`config.mk`:
```
export PLATFORM = sky130hd
export DESIGN_NAME = pram_sync_bw
export DESIGN_NICKNAME = d
export VERILOG_FILES = /design/src/rtl/pram_sync_bw.sv
export SDC_FILE = /design/constraint.sdc
export NUM_CORES = 1
export LEC_CHECK = 0
export BUFFER_PORTS_ARGS = -buffer_cell sky130_fd_sc_hd__buf_4
export CORE_MARGIN = 10
export CORE_UTILIZATION = 50
export DETAILED_ROUTE_END_ITERATION = 12
export PLACE_DENSITY = 0.75
export SLEW_MARGIN = 20
export SYNTH_ARGS = -nofsm -noshare
export SYNTH_HDL_FRONTEND = slang
export SYNTH_SLANG_ARGS = --single-unit
```
`constraint.sdc`:
```
create_clock -name clk -period 2.5 [get_ports clk]
set_input_delay 0.5 -clock clk [delete_from_list [all_inputs] [get_ports clk]]
set_output_delay 0.5 -clock clk [all_outputs]
set_load 0.005 [all_outputs]
```
`src/rtl/pram_sync_bw.sv`:
```
// Single-port synchronous RAM with byte enables, selectable read-during-write
// behaviour, optional output register and a clear engine that fills with INIT_VAL.
module pram_sync_bw #(
  parameter int unsigned DATA_W  = 8,
  parameter int unsigned ADDR_W  = 4,
  parameter int unsigned WR_MODE = 0,
  parameter int unsigned OUT_REG = 0,
  parameter logic [DATA_W-1:0] INIT_VAL = '0
) (
  input  logic                  clk,
  input  logic                  rst,
  input  logic                  en,
  input  logic                  we,
  input  logic [DATA_W/8-1:0]   be,
  input  logic [ADDR_W-1:0]     addr,
  input  logic [DATA_W-1:0]     din,
  input  logic                  clr,
  output logic [DATA_W-1:0]     dout,
  output logic                  dout_vld,
  output logic                  busy
);

  localparam int unsigned DEPTH = 1 << ADDR_W;
  localparam int unsigned NB    = DATA_W / 8;

  generate
    if ((DATA_W % 8) != 0) begin : g_bad_data_w
      $error("pram_sync_bw: DATA_W must be a multiple of 8");
    end
    if (WR_MODE > 2) begin : g_bad_wr_mode
      $error("pram_sync_bw: WR_MODE must be 0, 1 or 2");
    end
  endgenerate

  typedef enum logic {CLEAR, IDLE} state_t;

  state_t              state;
  logic [ADDR_W-1:0]   cptr;
  logic [DATA_W-1:0]   mem [DEPTH];
  logic [DATA_W-1:0]   old_word;
  logic [DATA_W-1:0]   merged;
  logic [DATA_W-1:0]   s1_data;
  logic                s1_vld;
  logic                acc_wr;

  always_comb begin
    old_word = mem[addr];
    merged   = old_word;
    for (int unsigned i = 0; i < NB; i++) begin
      if (be[i]) merged[8*i +: 8] = din[8*i +: 8];
    end
  end

  assign acc_wr = (state == IDLE) && en && we && !clr;

  // Array has no reset; while rst is held the engine keeps rewriting mem[0]
  // with INIT_VAL, which the following clear pass repeats anyway.
  always_ff @(posedge clk) begin
    if (state == CLEAR)
      mem[cptr] <= INIT_VAL;
    else if (acc_wr)
      mem[addr] <= merged;
  end

  always_ff @(posedge clk or posedge rst) begin
    if (rst) begin
      state   <= CLEAR;
      cptr    <= '0;
      busy    <= 1'b1;
      s1_data <= '0;
      s1_vld  <= 1'b0;
    end else begin
      s1_vld <= 1'b0;
      case (state)
        CLEAR: begin
          cptr <= cptr + 1'b1;
          if (&cptr) begin
            state <= IDLE;
            busy  <= 1'b0;
          end
        end
        IDLE: begin
          if (clr) begin
            state <= CLEAR;
            busy  <= 1'b1;
            cptr  <= '0;
          end else if (en) begin
            if (!we) begin
              s1_data <= old_word;
              s1_vld  <= 1'b1;
            end else if (WR_MODE == 0) begin
              s1_data <= merged;
              s1_vld  <= 1'b1;
            end else if (WR_MODE == 1) begin
              s1_data <= old_word;
              s1_vld  <= 1'b1;
            end
          end
        end
        default: state <= CLEAR;
      endcase
    end
  end

  generate
    if (OUT_REG != 0) begin : g_out_reg
      always_ff @(posedge clk or posedge rst) begin
        if (rst) begin
          dout     <= '0;
          dout_vld <= 1'b0;
        end else begin
          dout     <= s1_data;
          dout_vld <= s1_vld;
        end
      end
    end else begin : g_out_direct
      assign dout     = s1_data;
      assign dout_vld = s1_vld;
    end
  endgenerate

endmodule

```
==> impl_results.md <==
- # setup viols final: 0
- Grt total ovfl: 0
- Leakage: 0.00249 uW
- Crit end category: register
- RSZ-0062 raised after global routing: false
- DR iter-0 viols: slightly above 400
- CTS tree: yes
- Post-route ant nets: 0
- Boundary Pins: 28
- Final hold violations: 0
- Worst EP required: approximately 2500 ps
- Post-Synthesis Cell Area: 5760 um^2
- Post-DP HPWL: between 8000 and 9000 um
- Layout cells sized above 1: a little over 30%
- Ys Warns: 0
- CP top delay family: simple AND/OR/NAND/NOR gates
- Final WL: 12400 um
- Synth Area per Inst: 18.3 um^2
- Unique cell type count in the Yosys netlist: 36
- Clk_lat worst skew: between 400 and 500 ps
- Chip width: approximately 130 um
- R2r worst-path depth: 5
- Max Fanout on Critical Path: 11
- DRC Markers: 0
- Vias in the first global route: roughly 3300
- Worst hold slack: roughly 160 ps
- #FFs+latches synth: about 140
- Worst slew margin: between 30% and 40%
- Core area: roughly 11000 um^2
- Length of routed met2 wiring: ~5600 um
- WL/cell: approximately 23 um
- Combinational family with the most area after synthesis: multiplexers
- Final GP Congestion: roughly 0.86
- Worst path bufs/invs: 1
- Setup Fix Bufs, Post-CTS: 0
- Met3 wire len: ~1100 um
- Total power: around 7000 uW
- Maximum vdd drop: 0.504 mV
- Initial antenna violation count: 0
- Clock buffer depth: 2
- Pins Over Slew Limit: 0
- Port Buffer Count: 27
- WP data arrival: about 2300 ps
- Initial core utilization: between 50% and 60%
- CTS sink cnt: approximately 140
- Post-synthesis mux area share: approximately an eighth
- Mapped Nets: around 330
- Post-Synth Simple-Gate Area: 5.52%
- Worst-Margin Slew: around 940 ps
- Final worst path period share: between 90% and 100%
- Min-delay worst type: in2async
- XOR/XNOR share of the synthesized area: 0%
- Worst path slowest cell: nor2_1
- Area grow syn2layout: 19.7%
- Root Driver: clkbuf_16
- CP peak stage delay: about 780 ps
- Final nets: around 400
- Post-synthesis sequential area ratio: between 70 and 80%
- Cells after synthesis: roughly 320
- # rows: 39
- Total track usage: 15.9%
- Met1 wire length: ~5300 um
- CTS-repair resized insts: 0
- Max layer used: met4
- CP cell instances: and4b_1 -> buf_4 -> nor3b_1 -> a31oi_1 -> nor2_1
- First drt pass iteration count: 6
- Clock transition at path regs: 60 ps
- Maximum capacitance violations: 0
- First-pass GRT wire length: 19300 um
- Crit path kind: reg2reg
- Worst setup SP type: register
- Post-CTS Hold Fix Bufs: 0
- Diode count: 0
- Routed via count: around 3200
- DIE HEIGHT: around 130 um
- Die area: 16200 um^2
- Adder-cell area share of the yosys netlist: less than 1%
- Crit path time final: 2300 ps
- Vias per inst: ~6.1
- PD cells: roughly 1000 nW/um^2
- CTS buffer count: 17
- Critical R2R Capture: mem[9][4]$_DFFE_PP_
- H-Tree Level Count: 4
- Largest net degree at the start of global routing: 30
- R2r setup slk: 200 ps
- Max Freq: 434 MHz
- Setup Skew: 7.76 ps
- Synth Area in Compound Gates: 6.20%
- Status: completed
- Worst r2r src: state$_DFF_PP0_
final cells by class:
class / count / area [um^2]
well taps: 143 / 179
inverters: 5 / 18.8
flip-flops and latches: 143 / 4220
fillers: 802 / 4430
repair buffers: 60 / 475
clock inverters: 12 / 146
multi-input cells: 151 / 1420
clock buffers: 18 / 429
state kept, by name, indices dropped and copies added, names as in the netlist:
| name | cells |
|---|---|
| cptr | 4 |
| busy | 1 |
| mem | 128 |
| dout_vld | 1 |
| state | 1 |
| dout | 8 |
power breakdown:
| group | internal [uW] | total [uW] | switching, uW |
|---|---|---|---|
| Clock | 1550 | 2460 | 913 |
| Sequential | 3120 | 3300 | 180 |
| Combinational | 531 | 1220 | 690 |
| Total | 5200 | 6980 | 1780 |
Yosys cell counts (all sizes together):
cell type  number  area (um^2)
a21o            4         30.0
edfxtp        128         3840
a22oi           7         52.6
ha              1         12.5
nor3b           2         15.0
o211ai          4         30.0
a22o           10         87.6
mux4           32          736
nand2          13         48.8
o21a            1         7.51
nand2b          2         12.5
a21oi           4         20.0
or3b            1         8.76
dfrtp          14          350
inv             5         18.8
o21ai          11         55.1
nand3b          1         7.51
nor2b           3         18.8
dfstp           1         26.3
a31oi           6         37.5
and3            3         18.8
and4b           1         10.0
buf             7         60.1
a221o           3         30.0
nor3            3         15.0
nand3           6         30.0
clkbuf          9         33.8
nand4b          1         8.76
o22ai           1         6.26
and3b           1         8.76
and2            1         6.26
nor2           29          109
layer usage:
layer  global-route usage, %  vias up
met5                       0        -
met4                    6.83        0
met3                    5.17       24
met2                    23.4      160
met1                    21.3     1640
li1                        -     1401
through the flow:
step	setup WS, ps	instances	utilization, %	area, um^2	setup TNS, ps
after floorplan	66.5	315	-	5760	0
after global placement	5.36	502	55.8	6320	0
after detailed placement	-4.06	502	55.8	6320	-46.2
after CTS	200	532	60.9	6890	0
after global routing	101	532	60.9	6890	0
final	197	532	60.9	6890	0
cell families (layout without fill, tap and decap cells):
| logic type | after synthesis | after routing |
|---|---|---|
| muxes | 32 | 32 |
| buffers and inverters | 21 | 95 |
| AOI/OAI and AO/OA | 51 | 51 |
| DFF | 143 | 143 |
| and+or+nand+nor | 67 | 67 |
| adders and majority gates | 1 | 1 |
placed cells by master, fill, tap and decap left out, types with 4 or more instances in the layout:
cell type,instances
inv_1,5
mux4_1,4
a21oi_1,4
a21o_1,4
a22oi_1,7
clkbuf_16,17
nor2_1,29
o21ai_0,11
buf_4,58
dfrtp_1,14
nand3_1,6
a22o_1,10
nand2_1,13
clkinv_2,4
o211ai_1,4
edfxtp_1,128
a31oi_1,6
mux4_2,28
how the worst max path moves through the flow:
stage,start,to,slack (ps),cells after the start
global placement,addr[0],mem[6][7]$_DFFE_PP_,5,7
global route,state$_DFF_PP0_,mem[9][5]$_DFFE_PP_,100,5
detailed placement,addr[0],mem[6][1]$_DFFE_PP_,-4,5
finish,state$_DFF_PP0_,mem[9][4]$_DFFE_PP_,200,5
CTS,state$_DFF_PP0_,mem[9][5]$_DFFE_PP_,200,5
floorplan,addr[1],mem[0][6]$_DFFE_PP_,70,6
Note: power is estimated with default switching activity, not from simulation.
